### config.mk
export PLATFORM = sky130hd
export DESIGN_NAME = timer_irq_ctrl
export DESIGN_NICKNAME = d
export VERILOG_FILES = /design/src/rtl/timer_irq_ctrl_pkg.sv /design/src/rtl/timer_irq_ctrl_sat_counter.sv /design/src/rtl/timer_irq_ctrl.sv
export SDC_FILE = /design/constraint.sdc
export NUM_CORES = 1
export LEC_CHECK = 0
export ABC_CLOCK_PERIOD_IN_PS = 2400
export CAP_MARGIN = 20
export CORE_ASPECT_RATIO = 0.6
export CORE_MARGIN = 2
export CORE_UTILIZATION = 34
export DETAILED_ROUTE_END_ITERATION = 16
export PLACE_DENSITY = 0.78
export SYNTH_ARGS = -nofsm -noshare
export SYNTH_HDL_FRONTEND = slang
export SYNTH_SLANG_ARGS = --single-unit
export TNS_END_PERCENT = 20
### constraint.sdc
create_clock -name clk -period 2.4 [get_ports clk]
set_input_delay 0.48 -clock clk [delete_from_list [all_inputs] [get_ports clk]]
set_output_delay 0.48 -clock clk [all_outputs]
set_load 0.005 [all_outputs]
### src/rtl/timer_irq_ctrl_pkg.sv
// Shared types and constants for the timer interrupt slice.
// Also used by the register block for CTRL bit positions.
package timer_pkg;

    typedef enum logic {
        IRQ_IDLE,
        IRQ_PULSE
    } irq_state_t;

    localparam int CNT_W_DEF   = 32;
    localparam int MISS_W_DEF  = 8;
    localparam int PULSE_W_DEF = 4;
    localparam int PCNT_W      = 8;

    localparam int CTRL_ENABLE_BIT     = 0;
    localparam int CTRL_IRQ_EN_BIT     = 1;
    localparam int CTRL_PULSE_MODE_BIT = 2;

endpackage

### src/rtl/timer_irq_ctrl_sat_counter.sv
// Saturating up-counter with synchronous clear.
// A clear coinciding with an increment leaves the count at one.
module sat_counter #(
    parameter int W = 8
) (
    input  logic         clk,
    input  logic         rst,
    input  logic         clr,
    input  logic         inc,
    output logic [W-1:0] cnt
);

    localparam logic [W-1:0] MAX = '1;

    always_ff @(posedge clk) begin
        if (rst) begin
            cnt <= '0;
        end else if (clr) begin
            cnt <= inc ? W'(1) : '0;
        end else if (inc && cnt != MAX) begin
            cnt <= cnt + W'(1);
        end
    end

endmodule

### src/rtl/timer_irq_ctrl.sv
// Terminal-count detection, sticky W1C status, masked level/pulse irq
// and a saturating count of events lost while status was pending.
module timer_irq_ctrl
    import timer_pkg::*;
#(
    parameter int CNT_W   = CNT_W_DEF,
    parameter int MISS_W  = MISS_W_DEF,
    parameter int PULSE_W = PULSE_W_DEF
) (
    input  logic              clk,
    input  logic              rst,
    input  logic              enable,
    input  logic [CNT_W-1:0]  count,
    input  logic              irq_en,
    input  logic              pulse_mode,
    input  logic              status_clr,
    input  logic              missed_clr,
    output logic              tc_event,
    output logic              raw_status,
    output logic              irq,
    output logic [MISS_W-1:0] missed_cnt
);

    localparam logic [PCNT_W-1:0] PLOAD = PCNT_W'(PULSE_W - 1);

    logic              prev_nz;
    logic              mode_q;
    logic              ev;
    logic              raw_n;
    logic              miss_inc;
    logic              irq_n;
    irq_state_t        state_q;
    irq_state_t        state_n;
    logic [PCNT_W-1:0] pcnt_q;
    logic [PCNT_W-1:0] pcnt_n;

    // prev_nz suppresses events when the count was already zero
    assign ev       = enable & prev_nz & (count == '0);
    assign miss_inc = ev & raw_status & ~status_clr;

    always_comb begin
        raw_n = raw_status;
        if (ev) begin
            raw_n = 1'b1;
        end else if (status_clr) begin
            raw_n = 1'b0;
        end
    end

    always_comb begin
        state_n = IRQ_IDLE;
        pcnt_n  = '0;
        irq_n   = 1'b0;
        if (!pulse_mode) begin
            irq_n = raw_n & irq_en;
        end else if (pulse_mode == mode_q) begin
            unique case (state_q)
                IRQ_IDLE: begin
                    if (ev && irq_en) begin
                        state_n = IRQ_PULSE;
                        pcnt_n  = PLOAD;
                        irq_n   = 1'b1;
                    end
                end
                IRQ_PULSE: begin
                    if (!irq_en) begin
                        state_n = IRQ_IDLE;
                    end else if (ev) begin
                        state_n = IRQ_PULSE;
                        pcnt_n  = PLOAD;
                        irq_n   = 1'b1;
                    end else if (pcnt_q != '0) begin
                        state_n = IRQ_PULSE;
                        pcnt_n  = pcnt_q - PCNT_W'(1);
                        irq_n   = 1'b1;
                    end
                end
                default: ;
            endcase
        end
    end

    always_ff @(posedge clk) begin
        if (rst) begin
            prev_nz    <= 1'b0;
            mode_q     <= 1'b0;
            tc_event   <= 1'b0;
            raw_status <= 1'b0;
            irq        <= 1'b0;
            state_q    <= IRQ_IDLE;
            pcnt_q     <= '0;
        end else begin
            prev_nz    <= (count != '0);
            mode_q     <= pulse_mode;
            tc_event   <= ev;
            raw_status <= raw_n;
            irq        <= irq_n;
            state_q    <= state_n;
            pcnt_q     <= pcnt_n;
        end
    end

    sat_counter #(
        .W(MISS_W)
    ) u_missed (
        .clk(clk),
        .rst(rst),
        .clr(missed_clr),
        .inc(miss_inc),
        .cnt(missed_cnt)
    );

endmodule

==> reports/results.ini, run 1 <==
[status]
outcome=complete, no violations

[clock_network]
cts_hold_buffers=0
cts.repair.resized=0
cts-buffers-inserted=3
path_clk_slew_ns=0.08
cts_tree=built
cts_setup_buffers=0
insertion_delay_ns=0.26
cts_sinks=22
htree_levels=1
cts_root_buf=clkbuf_8
cts_buffer_depth=2

[synthesis]
synthTopCellsByArea=dfxtp_1 (41%), nor4_2 (5.8%), nor2_1 (4.5%)
yosys_warnings=0
avgSynthCellArea_um2=9.276
async_reset_ff_share_pct=0
synth_top_flop_cell=dfxtp_1
synth_nets=158
netlist_instances=116
ys_ff_latch=22
synth_edf_count=0
syn-cell-area_um2=1076
synth_cell_types=38
synth_top_area_share_pct=40.93
yosysSeqAreaShare_pct=40.93
synth_top_area_cell=dfxtp_1

[power]
p_leak_nw=0.6428
sequentialPowerShare_pct=46.2
switchingPower_mw=0.1431
p_sw_share_pct=17.94
clkPwrFrac_pct=42.9
vdd_drop_max_uv=284.0
intPower_mw=0.6547
combPwrFrac_pct=10.9
powerDensity_nw_per_um2=470.9

[floorplan]
start_util_pct=36.52
die_height_um=47.58
die-area_um2=3645
ios=50
fp.dieW_um=76.63
core_region_area_um2=2947
rows=15

[global_route]
use_met2_pct=27.26
grt_pass1_wl_um=4436
track_usage_pct=15.76
grt_pass1_vias=1015
busiest_layer=met2
grt_util_met1_pct=19.50
grt_max_degree=14
antenna_found_initial=0
gr-total-overflow=0
grt_use_met3_pct=5.283

[placed_design]
io_buffers=49
hpwl_um=2163
gp_congestion=0.7852
post-place-ws_ns=0.1305

[timing]
tns_ns=0
rsz0062_at_grt=no
min_period_ns=1.995
hold_violations=0
finalMaxSlewViolations=0
relSlewSlack_pct=74.60
setup_violations=0
fin_crit_sh_pct=83.11
fin_worst_skew_ns=0.008524
fin_ws_ns=0.4054
fmax_mhz=501.3
tightest_slew_ns=0.3759

[routing]
drt-total-wl_um=2675
routedWlPerCell_um=12.68
via_per_inst=4.938
ant_nets=0
dr.pass1.iters=4
dr_total_vias=1042
drtIter0Drc=32
drc_errors=0

[layout]
final_nets=212
num-fill-cells=259
syn_to_final_growth_pct=57.44
insertedDiodeCount=0
layout-drive-gt1-share_pct=11.24

[worst_setup_path]
startpoint_type=input port
required_ns=2.59
arrival_ns=2.19
cp-end-kind=flip-flop
critPathKind=input port to flip-flop
crit_fanout=10

[min_path]
hold_class=flip-flop to flip-flop

[flow_run]
maxCapViolations=0

-- worst max-delay path, cell delays in order --
cell	delay, ns
clkdlybuf4s50_1	0.41
nor4_2	0.29
and4_4	0.30
nand4_4	0.18
or3_1	0.38
a21oi_1	0.15
-- final cells by class --
class	instances	area, um2	share of cell area (%)
clock inverter	1	30.03	1.773
inverter	6	22.52	1.329
clock buffer	3	41.29	2.437
sequential	22	440.4	26.00
timing repair buffer	50	498.0	29.39
multi-input combinational	87	609.3	35.97
tap	42	52.55	3.102
-- cells in the final DEF (no fill, tap or decap), types with 2 or more instances in the layout --
cell	Yosys	routed
a21oi_1	9	9
and2_1	2	2
and4_4	2	2
clkbuf_8	0	3
clkdlybuf4s50_1	0	49
dfxtp_1	22	22
ha_1	3	3
inv_1	6	6
nand2_1	5	5
nand2b_1	2	2
nand3_1	5	5
nand3b_1	2	2
nor2_1	13	13
nor4_1	4	4
nor4_2	5	5
o21ai_0	5	5
o31ai_1	2	2
or3_1	3	3
xnor2_1	4	4
xor2_1	2	2
-- Yosys cell counts, types with 2 or more instances --
library cell	instances
nand3b_1	2
and2_1	2
o21ai_0	5
ha_1	3
nor4_2	5
inv_1	6
nand2_1	5
or3_1	3
nor2_1	13
xor2_1	2
o31ai_1	2
nand2b_1	2
a21oi_1	9
dfxtp_1	22
nand3_1	5
nor4_1	4
xnor2_1	4
and4_4	2
-- stage by stage --
| stage | instance area, um2 | power, mW | util [%] | hold WS [ns] | instances |
|---|---|---|---|---|---|
| 2_1_floorplan | 1076 | 0.3915 | - | 0.4487 | 116 |
| 4_1_cts | 1694 | 0.8093 | 57.49 | 0.5040 | 211 |
| 3_3_place_gp | 1623 | 0.4630 | 55.07 | 0.4560 | 207 |
| 6_report | 1694 | 0.7978 | 57.49 | 0.4985 | 211 |
| 5_1_grt | 1694 | 0.8331 | 57.49 | 0.5173 | 211 |
| 3_5_place_dp | 1623 | 0.4641 | 55.07 | 0.4864 | 207 |
-- layer usage --
layer,up-vias,share of wire (%)
li1,537,-
met1,484,51
met2,16,44
met3,5,3.6
met4,0,0.79
met5,-,0
-- cell families after synthesis --
group / synth area share [%]
buffers and inverters: 2.441
AND/OR/NAND/NOR: 33.61
flip-flops: 40.93
multiplexers: 0.9303
XOR/XNOR: 4.884
AO/OA/AOI/OAI: 13.72
adder cells (fa/ha/maj): 3.489
-- state kept, by name (all words and copies together) (netlist names) --
name and cells:
irq 1, prev_nz 1, raw_status 1, mode_q 1
pcnt_q 8, state_q 1, tc_event 1, u_missed.cnt 8
-- final timing paths --
path              startpoint         endpoint  slack [ns]  cells after the start
min                pcnt_q[3]        pcnt_q[3]        0.50                      2
min reg2reg        pcnt_q[3]        pcnt_q[3]        0.50                      2
max reg2reg  u_missed.cnt[0]  u_missed.cnt[7]        0.52                      6
max                count[26]  u_missed.cnt[7]        0.41                      6
-- power groups by stage --
stage / Clock, mW / Combinational, mW / Sequential [mW]
after floorplan: 0 / 0.0143 / 0.377
after global placement: 0 / 0.0856 / 0.377
after detailed placement: 0 / 0.0867 / 0.377
after CTS: 0.353 / 0.0874 / 0.369
after global routing: 0.370 / 0.0935 / 0.369
final: 0.342 / 0.0869 / 0.369
(Power assumes the default switching activity.)
==> run 2, diff against run 1 <==
--- a/config.mk
+++ b/config.mk
@@ -5,13 +5,13 @@
 export SDC_FILE = /design/constraint.sdc
 export NUM_CORES = 1
 export LEC_CHECK = 0
-export ABC_CLOCK_PERIOD_IN_PS = 2400
+export ABC_CLOCK_PERIOD_IN_PS = 1800
 export CAP_MARGIN = 20
 export CORE_ASPECT_RATIO = 0.6
 export CORE_MARGIN = 2
 export CORE_UTILIZATION = 34
 export DETAILED_ROUTE_END_ITERATION = 16
-export PLACE_DENSITY = 0.78
+export PLACE_DENSITY = 0.81
 export SYNTH_ARGS = -nofsm -noshare
 export SYNTH_HDL_FRONTEND = slang
 export SYNTH_SLANG_ARGS = --single-unit
==> constraint.sdc (replaced) <==
create_clock -name clk -period 1.8 [get_ports clk]
set_input_delay 0.36 -clock clk [delete_from_list [all_inputs] [get_ports clk]]
set_output_delay 0.36 -clock clk [all_outputs]
set_load 0.005 [all_outputs]
==> run 2 against run 1 <==
Design area grew 12%. Sequential power grew 33%. Worst hold slack lost 0.0099 ns. Highest routed layer is now met3. Non-clock buffer count grew 11. Critical path depth grew 1. Clock skew shrank 0.0056 ns. Utilization grew 6.7 points. Critical endpoint is now u_missed.cnt[0].
==> reports/results.ini, run 2 (synthesis gave the netlist of run 1 again) <==
[worst_setup_path]
required_ns=1.96  ; -0.63 ns
arrival_ns=1.91  ; -0.28 ns
cp-end-kind=flip-flop
rr_startpoint=u_missed.cnt[0]
crit_fanout=8  ; -2
critPathKind=input port to flip-flop
startpoint=count[4]
startpoint_type=input port

[floorplan]
rows=15  ; unchanged
die_height_um=47.58  ; unchanged
fp.dieW_um=76.63  ; unchanged
start_util_pct=36.52  ; unchanged
ios=50  ; unchanged
die-area_um2=3645  ; unchanged
core_region_area_um2=2947  ; unchanged

[layout]
syn_to_final_growth_pct=75.81
design_area_um2=1892  ; +12%
num-fill-cells=246  ; -5.0%
insertedDiodeCount=0  ; unchanged
layout-drive-gt1-share_pct=21.11  ; +9.9 points
final_nets=223  ; +5.2%
final_common_cell=clkdlybuf4s50_1
reg_top3=pcnt_q: 8 flops, u_missed.cnt: 8 flops
final_cell_mix=clkdlybuf4s50_1 (29), dfxtp_1 (22), dlymetal6s2s_1 (20)

[global_route]
gr-total-overflow=0  ; unchanged
grt_util_met1_pct=21.05  ; +1.6 points
antenna_found_initial=0  ; unchanged
grt_pass1_vias=1089  ; +7.3%
busiest_layer=met2
grt_max_degree=14  ; unchanged
grt_pass1_wl_um=4912  ; +11%
use_met2_pct=33.63  ; +6.4 points
grt_use_met3_pct=4.717  ; -0.57 points
track_usage_pct=17.17  ; +1.4 points

[clock_network]
cts_tree=built
cts-buffers-inserted=3  ; unchanged
insertion_delay_ns=0.26  ; about the same
htree_levels=1  ; unchanged
cts_sinks=22  ; unchanged
path_clk_slew_ns=0.08  ; about the same
cts_buffer_depth=2  ; unchanged
cts_root_buf=clkbuf_8
cts_hold_buffers=0  ; unchanged

[placed_design]
gp_congestion=0.8348  ; +6.3%
io_buffers=49  ; unchanged
hpwl_um=2426  ; +12%
dpl_cell_area_um2=1683  ; +3.7%

[status]
outcome=complete, no violations

[routing]
drt-total-wl_um=3050  ; +14%
ant_nets=0  ; unchanged
dr_total_vias=1095  ; +5.1%
drtIter0Drc=18  ; -44%
dr.pass1.iters=4  ; unchanged
routedWlPerCell_um=13.74  ; +8.4%
drc_errors=0  ; unchanged
via_per_inst=4.932  ; -0.12%

[flow_run]
maxCapViolations=0  ; unchanged

[min_path]
hold_class=flip-flop to flip-flop
hold_start=pcnt_q[3]

[timing]
min_period_ns=1.751
fin_worst_skew_ns=0.002962  ; -0.005562 ns
tightest_slew_ns=0.3247  ; -0.05119 ns
relSlewSlack_pct=78.15  ; +3.6 points
rsz0062_at_grt=no
finalMaxSlewViolations=0  ; unchanged
fmax_mhz=571.0
holdWs_ns=0.4886  ; -0.009931 ns
hold_violations=0  ; unchanged
fin_crit_sh_pct=97.29
setup_violations=0  ; unchanged

[power]
powerDensity_nw_per_um2=563.6  ; +20%
p_leak_nw=0.8867  ; +38%
vdd_drop_max_uv=443.5  ; +56%

==> run 2: cell count changes in the layout (fill, tap and decap cells not counted), sizes merged <==
cell           change
clkdlybuf4s50     -20
dlymetal6s2s      +20
buf               +11
==> run 2: repair_timing <==
action                                 4_1_cts  5_1_grt
setup endpoints to repair                    5       15
pin swaps                                    7       13
gates resized for setup                      5       29
endpoints found under the hold margin        0        0
buffers inserted                             3        0
==> run 2: layout make-up <==
class	count	area (um2)	share of cell area, %
Clock inverter	1	30.03	1.587
Tap cell	42	52.55	2.778
Multi-Input combinational cell	87	666.9	35.25
Inverter	6	22.52	1.190
Sequential cell	22	440.4	23.28
Timing Repair Buffer	61	638.1	33.73
Clock buffer	3	41.29	2.183
==> run 2: path summary, 6_finish.rpt <==
check / depth (start not counted) / slack (ns) / end
max reg2reg: 7 / 0.09 / u_missed.cnt[0]
min reg2reg: 2 / 0.49 / pcnt_q[3]
min: 2 / 0.49 / pcnt_q[3]
max: 7 / 0.05 / u_missed.cnt[0]
==> run 2: power by group <==
part | internal (mW) | leakage, nW | switching (mW)
Clock | 0.297 | 0.0357 | 0.155
Combinational | 0.0864 | 0.673 | 0.0374
Sequential | 0.490 | 0.178 | 0.00151
Total | 0.873 | 0.887 | 0.193
==> run 2: worst max-delay path, cell delays in order <==
cell and delay [ns]:
clkdlybuf4s50_1 0.41, nor4_2 0.22, and4_4 0.29, nand4_4 0.15
buf_6 0.15, xnor2_1 0.11, o211a_1 0.20
==> run 2: per-layer routing <==
layer / share of wire (%) / wire length, um
met1: 48 / 1459
met2: 49 / 1500
met3: 3.0 / 91
met4: 0 / 0
met5: 0 / 0
==> run 2: stage by stage <==
stage          util [%]  instances  power [mW]  setup WS, ns  setup TNS, ns
4_1_cts           60.93        222       1.087      -0.01063       -0.02111
3_3_place_gp      57.11        215      0.6234       -0.3305         -4.164
5_1_grt           64.20        222       1.107      0.003256              0
6_report          64.20        222       1.066       0.04882              0
2_1_floorplan         -        116      0.5220       0.09600              0
3_5_place_dp      57.11        215      0.6263       -0.3659         -4.290
